===== src/rtl/aes_input_loader_if.sv =====
// Word stream carrying 32-bit key/plaintext words into the AES input loader.
//   s_data   : input word
//   s_valid  : s_data/s_is_key are valid
//   s_is_key : 1 = key word, 0 = plaintext word
//   s_ready  : word accepted on a cycle where s_valid && s_ready
interface aes_input_loader_if;
  logic [31:0] s_data;
  logic        s_valid;
  logic        s_is_key;
  logic        s_ready;

  modport master (output s_data, output s_valid, output s_is_key, input s_ready);
  modport slave  (input s_data, input s_valid, input s_is_key, output s_ready);
endinterface


===== src/rtl/aes_input_loader.sv =====
// Word-serial front end for the AES core: assembles four 32-bit words into the
// 128-bit key / plain_text buses (big-endian), fires a one-cycle input_valid
// launch and holds off the stream until output_valid or the watchdog expires.
// The last committed key is retained across blocks.
//   clk, rst      : clock, synchronous active-high reset
//   s             : word stream (slave side)
//   output_valid  : completion pulse from the core (honoured in WAIT only)
//   plain_text    : committed plaintext block
//   key           : committed key
//   input_valid   : one-cycle launch pulse
//   key_loaded    : a full key has been committed since reset
//   busy          : launch or wait in progress
//   timeout_err   : sticky watchdog flag
module aes_input_loader #(
  parameter int unsigned LAT_MAX = 64
) (
  input  logic                 clk,
  input  logic                 rst,
  aes_input_loader_if.slave    s,
  input  logic                 output_valid,
  output logic [127:0]         plain_text,
  output logic [127:0]         key,
  output logic                 input_valid,
  output logic                 key_loaded,
  output logic                 busy,
  output logic                 timeout_err
);

  localparam int unsigned WORD_W  = 32;
  localparam int unsigned STAGE_W = 3 * WORD_W;
  localparam int unsigned WCNT_W  = 16;

  typedef enum logic [1:0] {
    ST_COLLECT,
    ST_PEND,
    ST_LAUNCH,
    ST_WAIT
  } state_t;

  state_t              state;
  state_t              state_next;
  logic [1:0]          kcnt;
  logic [1:0]          pcnt;
  logic [STAGE_W-1:0]  kstage;
  logic [STAGE_W-1:0]  pstage;
  logic [WCNT_W-1:0]   wcnt;

  logic ready_c;
  logic key_acc_c;
  logic pt_acc_c;
  logic key_commit_c;
  logic pt_commit_c;
  logic timeout_hit_c;

  assign s.s_ready = ready_c;

  // Next-state, stream ready and accept/commit decode
  always_comb begin
    state_next    = state;
    ready_c       = 1'b0;
    timeout_hit_c = 1'b0;

    case (state)
      ST_COLLECT: ready_c = 1'b1;
      ST_PEND:    ready_c = s.s_is_key;   // only key words may enter while a block is parked
      default:    ready_c = 1'b0;
    endcase
    if (rst) ready_c = 1'b0;

    key_acc_c    = s.s_valid && ready_c && s.s_is_key;
    pt_acc_c     = s.s_valid && ready_c && !s.s_is_key;
    key_commit_c = key_acc_c && (kcnt == 2'd3);
    pt_commit_c  = pt_acc_c && (pcnt == 2'd3);

    case (state)
      ST_COLLECT: if (pt_commit_c) state_next = key_loaded ? ST_LAUNCH : ST_PEND;
      ST_PEND:    if (key_commit_c) state_next = ST_LAUNCH;
      ST_LAUNCH:  state_next = ST_WAIT;
      ST_WAIT: begin
        if (output_valid) begin
          state_next = ST_COLLECT;
        end else if (wcnt == WCNT_W'(LAT_MAX)) begin
          state_next    = ST_COLLECT;
          timeout_hit_c = 1'b1;
        end
      end
      default:    state_next = ST_COLLECT;
    endcase
  end

  // State register, staging datapath and registered outputs
  always_ff @(posedge clk) begin
    if (rst) begin
      state       <= ST_COLLECT;
      kcnt        <= 2'd0;
      pcnt        <= 2'd0;
      kstage      <= '0;
      pstage      <= '0;
      wcnt        <= '0;
      key         <= '0;
      plain_text  <= '0;
      input_valid <= 1'b0;
      key_loaded  <= 1'b0;
      busy        <= 1'b0;
      timeout_err <= 1'b0;
    end else begin
      state       <= state_next;
      input_valid <= (state_next == ST_LAUNCH);
      busy        <= (state_next == ST_LAUNCH) || (state_next == ST_WAIT);

      // Staging shifts left so the first word ends up in the top 32 bits
      if (key_acc_c) begin
        kcnt   <= kcnt + 2'd1;
        kstage <= {kstage[STAGE_W-WORD_W-1:0], s.s_data};
        if (key_commit_c) begin
          key        <= {kstage, s.s_data};
          key_loaded <= 1'b1;
        end
      end
      if (pt_acc_c) begin
        pcnt   <= pcnt + 2'd1;
        pstage <= {pstage[STAGE_W-WORD_W-1:0], s.s_data};
        if (pt_commit_c) plain_text <= {pstage, s.s_data};
      end

      // Watchdog reads 1 on the first WAIT cycle
      if (state_next == ST_WAIT) begin
        wcnt <= (state == ST_LAUNCH) ? WCNT_W'(1) : wcnt + WCNT_W'(1);
      end else begin
        wcnt <= '0;
      end

      if (timeout_hit_c) timeout_err <= 1'b1;
    end
  end

endmodule

===== src/flat_wrapper.sv =====
// flat-port wrapper written by rule: the top's interface ports become plain ports
module aes_input_loader_flat 
#(
  parameter int unsigned LAT_MAX = 64
)
  (clk, rst, output_valid, plain_text, key, input_valid, key_loaded, busy, timeout_err, s_s_data, s_s_valid, s_s_is_key, s_s_ready);
  aes_input_loader_if s_i ();
  input  logic clk;
  input  logic rst;
  input  logic output_valid;
  output logic [127:0] plain_text;
  output logic [127:0] key;
  output logic input_valid;
  output logic key_loaded;
  output logic busy;
  output logic timeout_err;
  input wire logic [$bits(s_i.s_data)-1:0] s_s_data;
  input wire logic [$bits(s_i.s_valid)-1:0] s_s_valid;
  input wire logic [$bits(s_i.s_is_key)-1:0] s_s_is_key;
  output wire logic [$bits(s_i.s_ready)-1:0] s_s_ready;
  assign s_i.s_data = s_s_data;
  assign s_i.s_valid = s_s_valid;
  assign s_i.s_is_key = s_s_is_key;
  assign s_s_ready = s_i.s_ready;
  aes_input_loader #(.LAT_MAX(LAT_MAX)) u_core (.clk(clk), .rst(rst), .s(s_i), .output_valid(output_valid), .plain_text(plain_text), .key(key), .input_valid(input_valid), .key_loaded(key_loaded), .busy(busy), .timeout_err(timeout_err));
endmodule

===== config.mk =====
export PLATFORM = sky130hd
export DESIGN_NAME = aes_input_loader_flat
export DESIGN_NICKNAME = d
export VERILOG_FILES = /design/src/rtl/aes_input_loader_if.sv /design/src/rtl/aes_input_loader.sv /design/src/flat_wrapper.sv
export SDC_FILE = /design/constraint.sdc
export NUM_CORES = 1
export LEC_CHECK = 0
export CELL_PAD_IN_SITES_DETAIL_PLACEMENT = 0
export CELL_PAD_IN_SITES_GLOBAL_PLACEMENT = 1
export CORE_MARGIN = 3
export CORE_UTILIZATION = 33
export DETAILED_ROUTE_END_ITERATION = 10
export GPL_TIMING_DRIVEN = 0
export PLACE_DENSITY = 0.8
export RECOVER_POWER = 50
export SETUP_SLACK_MARGIN = 0.4
export SKIP_LAST_GASP = 1
export SLEW_MARGIN = 20
export SYNTH_ARGS = -nofsm -noshare
export SYNTH_HDL_FRONTEND = slang
export SYNTH_SLANG_ARGS = --single-unit

===== constraint.sdc =====
create_clock -name clk -period 1.7 [get_ports clk]
set_input_delay 0.255 -clock clk [delete_from_list [all_inputs] [get_ports clk]]
set_output_delay 0.255 -clock clk [all_outputs]
set_load 0.02 [all_outputs]

==> report_table.html, run 1 <==
<table>
<tr><th>Metric</th><th>Value</th></tr>
<tr><th colspan="2">Routing</th></tr>
<tr><td>Routed WL per cell</td><td>18.35 µm</td></tr>
<tr><td>Starting DRT DRC Count</td><td>894</td></tr>
<tr><td>Remaining antenna violation count</td><td>0</td></tr>
<tr><td>Routed vias/inst</td><td>4.719</td></tr>
<tr><td>Wirelength, routed</td><td>57,980 µm</td></tr>
<tr><td>DRC violation count after routing</td><td>0</td></tr>
<tr><td>Total iterations of the first detailed-routing run</td><td>6</td></tr>
<tr><td>Number of vias in the routed layout</td><td>14.91k</td></tr>
<tr><th colspan="2">Floorplanning</th></tr>
<tr><td>Number of I/O pins</td><td>298</td></tr>
<tr><td>Overall die width</td><td>229.2 µm</td></tr>
<tr><td>Die span in y</td><td>229.2 µm</td></tr>
<tr><td>Area inside the core boundary</td><td>49,050 µm²</td></tr>
<tr><td>Cell row count</td><td>81</td></tr>
<tr><td>Overall die area</td><td>52,510 µm²</td></tr>
<tr><td>Effective utilization at floorplan</td><td>33.50%</td></tr>
<tr><th colspan="2">Global route</th></tr>
<tr><td>Vias in the first global route</td><td>14.78k</td></tr>
<tr><td>Total overflow reported by the global router</td><td>0</td></tr>
<tr><td>Number of antenna violations at the first check in global routing</td><td>0</td></tr>
<tr><td>Overall fraction of global-route tracks in use</td><td>21.10%</td></tr>
<tr><td>Pin count of the biggest net entering global routing</td><td>15</td></tr>
<tr><td>Wire length of the first global-routing pass</td><td>85,870 µm</td></tr>
<tr><th colspan="2">Clock network</th></tr>
<tr><td>TritonCTS buffer count</td><td>51</td></tr>
<tr><td>Number of hold buffers added after cts</td><td>0</td></tr>
<tr><td>H-tree levels</td><td>2</td></tr>
<tr><td>Clk_lat worst skew</td><td>600 ps</td></tr>
<tr><td>TritonCTS clock tree</td><td>yes</td></tr>
<tr><td>Clock sinks</td><td>474</td></tr>
<tr><td>Worst-path clk slew</td><td>60 ps</td></tr>
<tr><td>Buffer cell driving the clock tree root</td><td>clkbuf_16</td></tr>
<tr><td>Max Buffers Root-to-Sink</td><td>3</td></tr>
<tr><th colspan="2">Critical path</th></tr>
<tr><td>Most numerous cell on the critical path</td><td>buf_6</td></tr>
<tr><td>Critical-path top delay cell</td><td>dfxtp_4</td></tr>
<tr><td>Endpoint kind of the worst setup timing path</td><td>flip-flop</td></tr>
<tr><td>Cell breakdown of the critical path</td><td>nor3b_4 -&gt; buf_6 -&gt; and3_4 -&gt; clkbuf_16 -&gt; buf_6 -&gt; nand2_1 -&gt; a21oi_2</td></tr>
<tr><td>Count of cells along the worst register-to-register path</td><td>7</td></tr>
<tr><td>Setup CP Type</td><td>flip-flop to flip-flop</td></tr>
<tr><td>Required time of the critical path</td><td>2230 ps</td></tr>
<tr><td>Crit path max fanout</td><td>10</td></tr>
<tr><td>CP max stage delay</td><td>360 ps</td></tr>
<tr><td>Worst Path Arrival</td><td>2180 ps</td></tr>
<tr><td>Startpoint types</td><td>flip-flop</td></tr>
<tr><td>Origin of the worst setup path</td><td>u_core.state[1]$_SDFF_PP0_</td></tr>
<tr><td>Startpoint of the worst register-to-register path</td><td>u_core.state[1]$_SDFF_PP0_</td></tr>
<tr><th colspan="2">STA</th></tr>
<tr><td>Fraction of the cycle the final worst path needs</td><td>97.30%</td></tr>
<tr><td>Highest Clock Rate</td><td>0.6046 GHz</td></tr>
<tr><td>Finish-stage setup viols</td><td>0</td></tr>
<tr><td>Setup repair after global routing missed its margin</td><td>yes</td></tr>
<tr><td>Final clock skew</td><td>20.33 ps</td></tr>
<tr><td>Final setup slack of the worst path</td><td>45.93 ps</td></tr>
<tr><td>Slew @ Worst Pin</td><td>768.6 ps</td></tr>
<tr><td>Slew Limit Headroom</td><td>48.76%</td></tr>
<tr><td>Final number of hold-violating endpoints</td><td>0</td></tr>
<tr><td>Final critical path time including I/O delays and setup</td><td>1654 ps</td></tr>
<tr><td>Total count of max-transition violations in the final report</td><td>0</td></tr>
<tr><th colspan="2">Synth</th></tr>
<tr><td>Number of unique standard cell types used by synthesis</td><td>30</td></tr>
<tr><td>Sequential element share of the synthesized area</td><td>57.74%</td></tr>
<tr><td>Post-synth net total</td><td>2,118</td></tr>
<tr><td>Count of warnings emitted by yosys</td><td>0</td></tr>
<tr><td>Post-synthesis area per instance</td><td>7.913 µm²</td></tr>
<tr><td>Gate Count Post-Synth</td><td>2,077</td></tr>
<tr><td>Area of the mapped netlist</td><td>16,430 µm²</td></tr>
<tr><td>Total of flip-flops plus latches after synthesis</td><td>474</td></tr>
<tr><th colspan="2">Final layout</th></tr>
<tr><td>Commonest non-fill, non-tap cells in the layout</td><td>nand2_1, dfxtp_1, a21oi_1</td></tr>
<tr><td>Antenna fix cells</td><td>0</td></tr>
<tr><td>Fraction of final layout cells with drive strength greater than 1</td><td>10.82%</td></tr>
<tr><td>Layout Nets</td><td>2,496</td></tr>
<tr><td>Footprint of the multi-input gates</td><td>6546 µm²</td></tr>
<tr><td>Post-layout instance area</td><td>22,760 µm²</td></tr>
<tr><td>Most common cell after layout, fill and taps aside</td><td>nand2_1</td></tr>
<tr><td>Area Overhead vs Synth</td><td>38.48%</td></tr>
<tr><td>Filler cell count in the final layout</td><td>4,856</td></tr>
<tr><td>Storage cell area</td><td>9500 µm²</td></tr>
<tr><th colspan="2">Place</th></tr>
<tr><td>Sum of net half-perimeters after detailed placement</td><td>43,250 µm</td></tr>
<tr><td>Final RePlAce weighted congestion</td><td>0.8361</td></tr>
<tr><td>Instance area at placement</td><td>20,390 µm²</td></tr>
<tr><td>Count of buffers inserted at the top-level ports</td><td>297</td></tr>
<tr><td>Dpl ws</td><td>-1051 ps</td></tr>
<tr><th colspan="2">Worst hold path</th></tr>
<tr><td>Origin of the worst min-delay path</td><td>rst</td></tr>
<tr><td>Number of instances on the worst hold path</td><td>4</td></tr>
<tr><td>Worst hold path type</td><td>primary input to flip-flop</td></tr>
<tr><th colspan="2">Pwr</th></tr>
<tr><td>Leak Pwr</td><td>8.795 nW</td></tr>
<tr><td>Peak supply drop</td><td>0.8061 mV</td></tr>
<tr><td>Power Dens Cells</td><td>1030 nW/µm²</td></tr>
<tr><th colspan="2">Job</th></tr>
<tr><td>Count of maximum capacitance violations</td><td>0</td></tr>
<tr><th colspan="2">Status</th></tr>
<tr><td>Result of the run</td><td>complete, no violations</td></tr>
</table>
[worst paths after layout]
path	slack [ps]	endpoint
max reg2reg	50	u_core.plain_text[90]$_SDFFE_PP0P_
min reg2reg	450	u_core.key[114]$_SDFFE_PP0P_
min	320	u_core.pstage[56]$_SDFFE_PP0P_
max	50	u_core.plain_text[90]$_SDFFE_PP0P_
[metal layers]
layer / share of wire, % / global-route usage (%) / up-vias
met5: 0 / 0 / -
met4: 2.4 / 5.922 / 0
met1: 43 / 26.69 / 6960
met2: 48 / 36.29 / 414
met3: 6.5 / 4.577 / 79
li1: - / - / 7460
[power breakdown]
group	internal [mW]	switching [mW]
Combinational	0.228	0.541
Clock	6.81	4.63
Sequential	11.2	0.0638
[cells in the mapped netlist]
| master | count | share of area [%] |
|---|---|---|
| nand4_1 | 4 | 0.15 |
| o21a_1 | 1 | 0.046 |
| nand3_1 | 6 | 0.18 |
| a22o_1 | 2 | 0.11 |
| nor2b_1 | 1 | 0.038 |
| nor4_1 | 5 | 0.19 |
| and4bb_1 | 1 | 0.076 |
| nand2_1 | 907 | 21 |
| buf_4 | 18 | 0.82 |
| nor2_1 | 28 | 0.64 |
| a41oi_1 | 1 | 0.053 |
| buf_1 | 1 | 0.023 |
| and2_1 | 2 | 0.076 |
| xnor2_1 | 15 | 0.80 |
| o31a_1 | 3 | 0.16 |
| nand2b_1 | 1 | 0.038 |
| inv_1 | 8 | 0.18 |
| buf_2 | 48 | 1.5 |
| a21oi_1 | 451 | 14 |
| and4_1 | 1 | 0.053 |
| dfxtp_1 | 474 | 58 |
| nor3b_1 | 1 | 0.046 |
| nor3_1 | 4 | 0.12 |
| ha_1 | 4 | 0.30 |
| nor3b_2 | 1 | 0.076 |
| xor2_1 | 1 | 0.053 |
| nor4b_1 | 1 | 0.053 |
| clkbuf_1 | 84 | 1.9 |
| and3_1 | 2 | 0.076 |
| o32a_1 | 1 | 0.061 |
[cells by family after synthesis]
| logic type | share of synthesized area, % |
|---|---|
| simple gates | 22.54 |
| flops | 57.74 |
| compound gates | 14.16 |
| buf+inv | 4.408 |
| xor+xnor | 0.8527 |
| fa+ha+maj | 0.3045 |
[area by class of cell]
cell class	count	area share (%)
flip-flops and latches	474	41.74
multi-input cells	1444	28.76
repair buffers	325	13.03
clock buffers	76	6.504
plain buffers	151	5.047
well taps	664	3.651
clock inverters	18	1.127
inverters	8	0.1319
[repair_timing]
item / CTS / global route
setup buffers: 9 / 14
gates resized for setup: 342 / 159
cloned: 0 / 5
pin swaps: 5 / 17
setup endpoints to repair: 735 / 735
[registers in the layout (all words and copies together) (netlist names)]
signal,count
u_core.plain_text,128
u_core.kstage,96
u_core.key,128
u_core.pcnt,2
u_core.kcnt,2
u_core.input_valid,1
u_core.busy,1
u_core.key_loaded,1
u_core.state,2
u_core.timeout_err,1
u_core.wcnt,16
u_core.pstage,96
[stage by stage]
stage               utilization (%)  total power, mW  setup TNS, ps  hold slack [ps]  cells
CTS                           45.08            23.64              0            252.9   3141
finish                        46.40            23.45              0            319.6   3160
global route                  46.40            24.20         -7.662            326.3   3160
floorplan                         -            11.79              0            391.0   2077
global placement              41.57            12.16        -321850            440.7   3038
detailed placement            41.57            12.17        -335480            446.1   3038
[worst max-delay path, delay by kind of cell, from the launching register on]
family                 cells  cell delay, ps
AND/OR/NAND/NOR            3             610
buffers and inverters      3             490
flip-flops                 1             360
AO/OA/AOI/OAI              1             130
(Power assumes the default switching activity.)
==> run 2: changes to the inputs <==
SKIP_LAST_GASP = unset   (was 1)
==> results of run 2 <==
Same layout as run 1: the final DEF is identical, and so are final timing and power.
==> run 3: changes to the inputs <==
CELL_PAD_IN_SITES_DETAIL_PLACEMENT = unset   (was 0)
CELL_PAD_IN_SITES_GLOBAL_PLACEMENT = unset   (was 1)
PLACE_DENSITY = 0.64   (was 0.8)
SLEW_MARGIN = unset   (was 20)
==> run 3 against run 2 <==
Compared with the run above:
- sequential share of layout area down 0.32 points
- clock skew up 4.4 ps
- worst setup slack worse by 8.8 ps
- non-clock buffer count down 1
- wire length down 1.7%
- critical path depth down 1
- die area unchanged
- flip-flop and latch count unchanged
- hold slack better by 64 ps
- via count up 0.63%
- core utilization up 0.40 points
- largest cell class unchanged
==> report_table.html, run 3 (synthesis results as in run 1) <==
<table>
<tr><th>Metric</th><th>Value</th></tr>
<tr><th colspan="2">Status</th></tr>
<tr><td>Result of the run</td><td>complete, no violations (unchanged)</td></tr>
<tr><th colspan="2">Routing</th></tr>
<tr><td>DRC violation count after routing</td><td>0 (unchanged)</td></tr>
<tr><td>Routed vias/inst</td><td>4.752 (was 4.719)</td></tr>
<tr><td>Number of vias in the routed layout</td><td>15.01k (was 14.91k)</td></tr>
<tr><td>Remaining antenna violation count</td><td>0 (unchanged)</td></tr>
<tr><td>Wirelength, routed</td><td>57,000 µm (was 57,980 µm)</td></tr>
<tr><td>Starting DRT DRC Count</td><td>1,073 (was 894)</td></tr>
<tr><td>Total iterations of the first detailed-routing run</td><td>6 (unchanged)</td></tr>
<tr><td>Routed WL per cell</td><td>18.05 µm (was 18.35 µm)</td></tr>
<tr><th colspan="2">Final layout</th></tr>
<tr><td>Layout Nets</td><td>2,494 (was 2,496)</td></tr>
<tr><td>Antenna fix cells</td><td>0 (unchanged)</td></tr>
<tr><td>Largest registers</td><td>u_core.key (128), u_core.plain_text (128) (unchanged)</td></tr>
<tr><td>Most common cell after layout, fill and taps aside</td><td>nand2_1 (unchanged)</td></tr>
<tr><td>Commonest non-fill, non-tap cells in the layout</td><td>nand2_1, dfxtp_1, a21oi_1 (unchanged)</td></tr>
<tr><td>Final Util</td><td>46.79% (was 46.40%)</td></tr>
<tr><td>Fraction of final layout cells with drive strength greater than 1</td><td>12.67% (was 10.82%)</td></tr>
<tr><td>Storage cell area</td><td>9509 µm² (was 9500 µm²)</td></tr>
<tr><td>Area Overhead vs Synth</td><td>39.67% (was 38.48%)</td></tr>
<tr><td>Footprint of the multi-input gates</td><td>6710 µm² (was 6546 µm²)</td></tr>
<tr><td>Filler cell count in the final layout</td><td>4,882 (was 4,856)</td></tr>
<tr><th colspan="2">Floorplanning</th></tr>
<tr><td>Effective utilization at floorplan</td><td>33.50% (unchanged)</td></tr>
<tr><td>Number of I/O pins</td><td>298 (unchanged)</td></tr>
<tr><td>Overall die width</td><td>229.2 µm (unchanged)</td></tr>
<tr><td>Area inside the core boundary</td><td>49,050 µm² (unchanged)</td></tr>
<tr><td>Overall die area</td><td>52,510 µm² (unchanged)</td></tr>
<tr><td>Cell row count</td><td>81 (unchanged)</td></tr>
<tr><td>Die span in y</td><td>229.2 µm (unchanged)</td></tr>
<tr><th colspan="2">Place</th></tr>
<tr><td>Count of buffers inserted at the top-level ports</td><td>297 (unchanged)</td></tr>
<tr><td>Dpl ws</td><td>-1125 ps (was -1051 ps)</td></tr>
<tr><td>Final RePlAce weighted congestion</td><td>0.8402 (was 0.8361)</td></tr>
<tr><td>Sum of net half-perimeters after detailed placement</td><td>42,250 µm (was 43,250 µm)</td></tr>
<tr><th colspan="2">Clock network</th></tr>
<tr><td>TritonCTS clock tree</td><td>yes (unchanged)</td></tr>
<tr><td>H-tree levels</td><td>2 (unchanged)</td></tr>
<tr><td>Clock sinks</td><td>474 (unchanged)</td></tr>
<tr><td>Clk_lat worst skew</td><td>600 ps (about the same)</td></tr>
<tr><td>Worst-path clk slew</td><td>60 ps (about the same)</td></tr>
<tr><td>Max Buffers Root-to-Sink</td><td>3 (unchanged)</td></tr>
<tr><td>Number of hold buffers added after cts</td><td>0 (unchanged)</td></tr>
<tr><td>Buffer cell driving the clock tree root</td><td>clkbuf_16 (unchanged)</td></tr>
<tr><td>TritonCTS buffer count</td><td>50 (was 51)</td></tr>
<tr><th colspan="2">Global route</th></tr>
<tr><td>Number of antenna violations at the first check in global routing</td><td>0 (unchanged)</td></tr>
<tr><td>Total overflow reported by the global router</td><td>0 (unchanged)</td></tr>
<tr><td>Vias in the first global route</td><td>14.32k (was 14.78k)</td></tr>
<tr><td>Wire length of the first global-routing pass</td><td>83,900 µm (was 85,870 µm)</td></tr>
<tr><td>Overall fraction of global-route tracks in use</td><td>20.52% (was 21.10%)</td></tr>
<tr><td>Pin count of the biggest net entering global routing</td><td>14 (was 15)</td></tr>
<tr><th colspan="2">Pwr</th></tr>
<tr><td>Leak Pwr</td><td>8.883 nW (was 8.795 nW)</td></tr>
<tr><td>Peak supply drop</td><td>0.6834 mV (was 0.8061 mV)</td></tr>
<tr><td>Power Dens Cells</td><td>1013 nW/µm² (was 1030 nW/µm²)</td></tr>
<tr><th colspan="2">STA</th></tr>
<tr><td>Finish-stage setup viols</td><td>0 (unchanged)</td></tr>
<tr><td>Slew Limit Headroom</td><td>47.14% (was 48.76%)</td></tr>
<tr><td>Accumulated negative setup slack</td><td>0 ps (unchanged)</td></tr>
<tr><td>Final setup slack of the worst path</td><td>37.09 ps (was 45.93 ps)</td></tr>
<tr><td>Highest Clock Rate</td><td>0.6014 GHz (was 0.6046 GHz)</td></tr>
<tr><td>Setup repair after global routing missed its margin</td><td>yes (unchanged)</td></tr>
<tr><td>Final clock skew</td><td>24.78 ps (was 20.33 ps)</td></tr>
<tr><td>Final number of hold-violating endpoints</td><td>0 (unchanged)</td></tr>
<tr><td>Fraction of the cycle the final worst path needs</td><td>97.82% (was 97.30%)</td></tr>
<tr><td>Final critical path time including I/O delays and setup</td><td>1663 ps (was 1654 ps)</td></tr>
<tr><td>Slew @ Worst Pin</td><td>792.9 ps (was 768.6 ps)</td></tr>
<tr><td>Total count of max-transition violations in the final report</td><td>0 (unchanged)</td></tr>
<tr><th colspan="2">Critical path</th></tr>
<tr><td>Count of cells along the worst register-to-register path</td><td>6 (was 7)</td></tr>
<tr><td>Worst setup path endpoint</td><td>u_core.busy$_SDFF_PP0_ (was u_core.plain_text[90]$_SDFFE_PP0P_)</td></tr>
<tr><td>Setup CP Type</td><td>flip-flop to flip-flop (unchanged)</td></tr>
<tr><td>Worst reg2reg setup slack</td><td>40 ps (was 50 ps)</td></tr>
<tr><td>Required time of the critical path</td><td>2160 ps (was 2230 ps)</td></tr>
<tr><td>Endpoint of the most critical register-to-register path</td><td>u_core.busy$_SDFF_PP0_ (was u_core.plain_text[90]$_SDFFE_PP0P_)</td></tr>
<tr><td>Startpoint types</td><td>flip-flop (unchanged)</td></tr>
<tr><td>Critical-path top delay cell</td><td>dfxtp_4 (unchanged)</td></tr>
<tr><td>Origin of the worst setup path</td><td>u_core.state[1]$_SDFF_PP0_ (unchanged)</td></tr>
<tr><td>Cell breakdown of the critical path</td><td>and4bb_1 -&gt; buf_6 -&gt; and2_1 -&gt; buf_6 -&gt; a22o_1 -&gt; o31a_1 (was nor3b_4 -&gt; buf_6 -&gt; and3_4 -&gt; clkbuf_16 -&gt; buf_6 -&gt; nand2_1 -&gt; a21oi_2)</td></tr>
<tr><td>Startpoint of the worst register-to-register path</td><td>u_core.state[1]$_SDFF_PP0_ (unchanged)</td></tr>
<tr><td>Most numerous cell on the critical path</td><td>buf_6 (unchanged)</td></tr>
<tr><td>Endpoint kind of the worst setup timing path</td><td>flip-flop (unchanged)</td></tr>
<tr><td>CP max stage delay</td><td>380 ps (was 360 ps)</td></tr>
<tr><td>Crit path max fanout</td><td>5 (was 10)</td></tr>
<tr><td>Worst Path Arrival</td><td>2120 ps (was 2180 ps)</td></tr>
<tr><th colspan="2">Worst hold path</th></tr>
<tr><td>Worst hold path type</td><td>primary input to flip-flop (unchanged)</td></tr>
<tr><th colspan="2">Job</th></tr>
<tr><td>Count of maximum capacitance violations</td><td>0 (unchanged)</td></tr>
</table>
## run 3: how the worst min path moves through the flow
stage	start	to	slack (ps)	cells past startpoint
global route	s_s_data[3]	u_core.plain_text[3]$_SDFFE_PP0P_	390	3
detailed placement	u_core.plain_text[46]$_SDFFE_PP0P_	u_core.plain_text[46]$_SDFFE_PP0P_	450	2
global placement	u_core.plain_text[43]$_SDFFE_PP0P_	u_core.plain_text[43]$_SDFFE_PP0P_	440	2
CTS	s_s_data[3]	u_core.key[3]$_SDFFE_PP0P_	360	3
finish	s_s_data[3]	u_core.key[3]$_SDFFE_PP0P_	380	3
floorplan	s_s_data[0]	u_core.kstage[0]$_SDFFE_PP0P_	390	2
## run 3: power by group
| part | switching, mW | internal, mW | total [mW] |
|---|---|---|---|
| sequential | 0.0628 | 11.2 | 11.2 |
| combinational | 0.539 | 0.211 | 0.750 |
| clock | 4.61 | 6.66 | 11.3 |
## run 3: cell type report
cell class              count  share of cell area (%)
flip-flops and latches    474                   41.43
multi-input cells        1444                   29.23
repair buffers            324                   13.13
clock buffers              74                   6.454
plain buffers             151                   4.999
well taps                 664                   3.620
clock inverters            19                   1.008
inverters                   8                  0.1308
## run 3: worst max-delay path: cells and delay by family, from the launching register on
family                 cells  cell delay [ps]
AO/OA/AOI/OAI              2              530
buffers and inverters      2              270
flip-flops                 1              380
AND/OR/NAND/NOR            2              340
## run 3: stage by stage
step	cells	hold WS, ps	total power [mW]	cell area, µm²
after floorplan	2077	391.0	11.79	16590
after global placement	3038	441.6	12.15	20390
after detailed placement	3038	446.2	12.17	20390
after CTS	3138	364.8	23.40	22050
after global routing	3158	388.6	23.99	22950
final	3158	383.2	23.26	22950
## run 3: timing repair
action                     CTS  global route
setup buffers                6            14
gates resized for setup    327           211
setup endpoints to repair  735           735
cloned                       1             6
pin swaps                    2            24
## run 3: metal layers
metal  track usage, %  vias to the layer above  routed length (µm)
met5                0                        -                   0
li1                 -                     7460                   -
met1            25.35                     6988               23800
met4            5.745                        0                1648
met3            4.391                       91                3751
met2            36.07                      468               27800
==> patch: new RTL, config.mk and constraints of run 3 <==
Change the localparam `WCNT_W` from 16 to 18.
--- a/src/rtl/aes_input_loader.sv
+++ b/src/rtl/aes_input_loader.sv
@@ -28,7 +28,7 @@
 
   localparam int unsigned WORD_W  = 32;
   localparam int unsigned STAGE_W = 3 * WORD_W;
-  localparam int unsigned WCNT_W  = 16;
+  localparam int unsigned WCNT_W  = 18;
 
   typedef enum logic [1:0] {
     ST_COLLECT,
Check against the original RTL: same outputs for any inputs over 4 cycles, from zero or initial values and one cycle with rst high; that may be too few to reach the edited logic, so the function may still have changed.
==> patch against run 3 <==
The flow now finishes with violations (setup timing). Critical path type unchanged. Count of clock-buffer cells in the layout grew 3. Sequential cell count grew 2. Largest power group is now registers. Combinational power rose by 31%. Synthesized area up 0.77%. Power is 0.88% higher. Via count increased by 6.7%. Final area rose by 12%. Wire length grew 11%. Cell count grew 2.3%. Worst setup slack worse by 130 ps. Die area is 0.75% higher.
==> patch: results (changes against run 3) <==
* Num CTS Buffers at 51 (+2.0%)
* DR pass1 iterations at 5 (-1)
* Max Clock Skew at 23.57 ps (-1.205 ps)
* Worst slew margin at 44.39% (-2.7 points)
* Dpl cells at 3,058 (+0.66%)
* Final setup vio count at 73 (+73)
* Pin count of the biggest net entering global routing at 14 (unchanged)
* Worst-Skew Late Latency at 600 ps (about the same)
* Setup ws final at -92.63 ps (-129.7 ps)
* Ranking of synthesized cells by area: dfxtp_1 58%, nand2_1 21%, a21oi_1 14%, clkbuf_1 2.2%, buf_2 1.3%
* Failing checks: setup timing
* Synth cell count leaders: 909 x nand2_1, 476 x dfxtp_1, 454 x a21oi_1
* Fillers at 4,513 (-7.6%)
* Synthesized area per cell at 7.897 um^2 (-0.19%)
* Vias in the first global route at 15,190 (+6.1%)
* Final nets at 2,574 (+3.2%)
* Share of cells above drive strength 1 at 25.66% (+13 points)
* Clk slew on worst S/H paths at 60 ps (about the same)
* Lkg Pwr at 10.77 nW (+21%)
* Ys flop type: dfxtp_1
* DRT iter0 DRCs at 1,064 (-0.84%)
* Initial antenna violation count at 1 (+1)
* H-tree depth at 2 (unchanged)
* Net count after synthesis at 2,138 (+0.94%)
* DP Area at 20,700 um^2 (+1.5%)
* First-pass GRT wire length at 88,770 um (+5.8%)
* WL final at 63,440 um (+11%)
* Post-synth ARST share at 0% (unchanged)
* GP Congestion at 0.8796 (+4.7%)
* Worst EP arrival at 2310 ps (+190 ps)
* Maximum clock insertion buffer count at 3 (unchanged)
* Maximum vdd ir drop at 0.6996 mV (+2.4%)
* Internal power at 18.17 mW (+0.71%)
* Via density at 4.953 (+4.2%)
* Status: finished, violations left
* Synth unique cells at 40 (+33%)
* Register area share after synthesis at 57.54% (-0.20 points)
* Clock root buffer: clkbuf_16
* Final cell count without fillers at 3,232 (+2.3%)
* All-Layer GR Usage at 21.77% (+1.3 points)
* HPWL after DPL at 43,610 um (+3.2%)
* Synth warn at 0 (unchanged)
==> patch: path summary, 6_finish.rpt <==
path	start	end	slack, ps	depth (start not counted)
worst max-delay path	u_core.state[0]	u_core.plain_text[111]	-90	10
worst min-delay path	s_s_data[13]	u_core.plain_text[13]	410	3
worst max register to register	u_core.state[0]	u_core.plain_text[111]	-90	10
worst min register to register	u_core.plain_text[87]	u_core.plain_text[87]	450	2
==> patch: routing by layer <==
layer	GRT usage [%]	vias to the layer above	share of wire [%]	wire (um)
li1	-	7663	-	-
met1	28.55	7735	44	27630
met2	35.47	486	46	29470
met3	5.364	121	7.1	4476
met4	6.606	2	2.9	1855
met5	0	-	0.020	13
==> patch: worst max-delay path, stage by stage (launching register included) <==
cell	delay [ps]
dfxtp_2	310
buf_6	120
nor2_4	220
and3_1	200
clkbuf_8	150
buf_6	130
buf_16	150
buf_12	110
buf_12	110
nand2_1	70
a21oi_1	140
==> patch: metrics by stage <==
step	power [mW]	hold slack, ps	TNS (ps)	worst slack, ps
global placement	12.22	442.0	-300990	-959.7
floorplan	11.84	391.0	0	158.8
finish	23.46	414.8	-1520	-92.63
global route	24.16	399.2	-9044	-137.9
CTS	23.36	369.6	-0.4433	-0.4433
detailed placement	12.23	445.1	-301820	-990.1
==> patch: power by group through the flow <==
stage	combinational, mW	clock (mW)	sequential [mW]
4_1_cts	0.732	11.4	11.3
6_report	0.981	11.2	11.3
5_1_grt	1.04	11.8	11.3
3_5_place_dp	0.703	0	11.5
3_3_place_gp	0.692	0	11.5
2_1_floorplan	0.345	0	11.5
==> patch: area by class of cell <==
type | instances | area, um^2 | area share (%)
clock buffer | 77 | 1525 | 5.940
timing repair buffer | 383 | 4121 | 16.05
tap | 664 | 830.8 | 3.236
multi-input combinational | 1457 | 8004 | 31.17
inverter | 10 | 37.54 | 0.1462
buffer | 154 | 1446 | 5.633
sequential | 476 | 9557 | 37.22
clock inverter | 11 | 155.1 | 0.6042
==> patch: cell families after synthesis <==
family                     Yosys count  synth area share (%)
and+or+nand+nor                    972                 22.75
DFF                                476                 57.54
AOI/OAI and AO/OA                  465                 14.25
buffers and inverters              164                 4.314
xor gates and xnor gates            16                0.8462
adders and majority gates            4                0.3022
==> patch: repair_timing <==
item                                    4_1_cts  5_1_grt
resized for setup                           691      550
hold endpoints to repair                      0        0
buffers inserted                             33       19
pin swaps                                    54      147
endpoints found under the setup margin      737      737
gates cloned                                  8       26
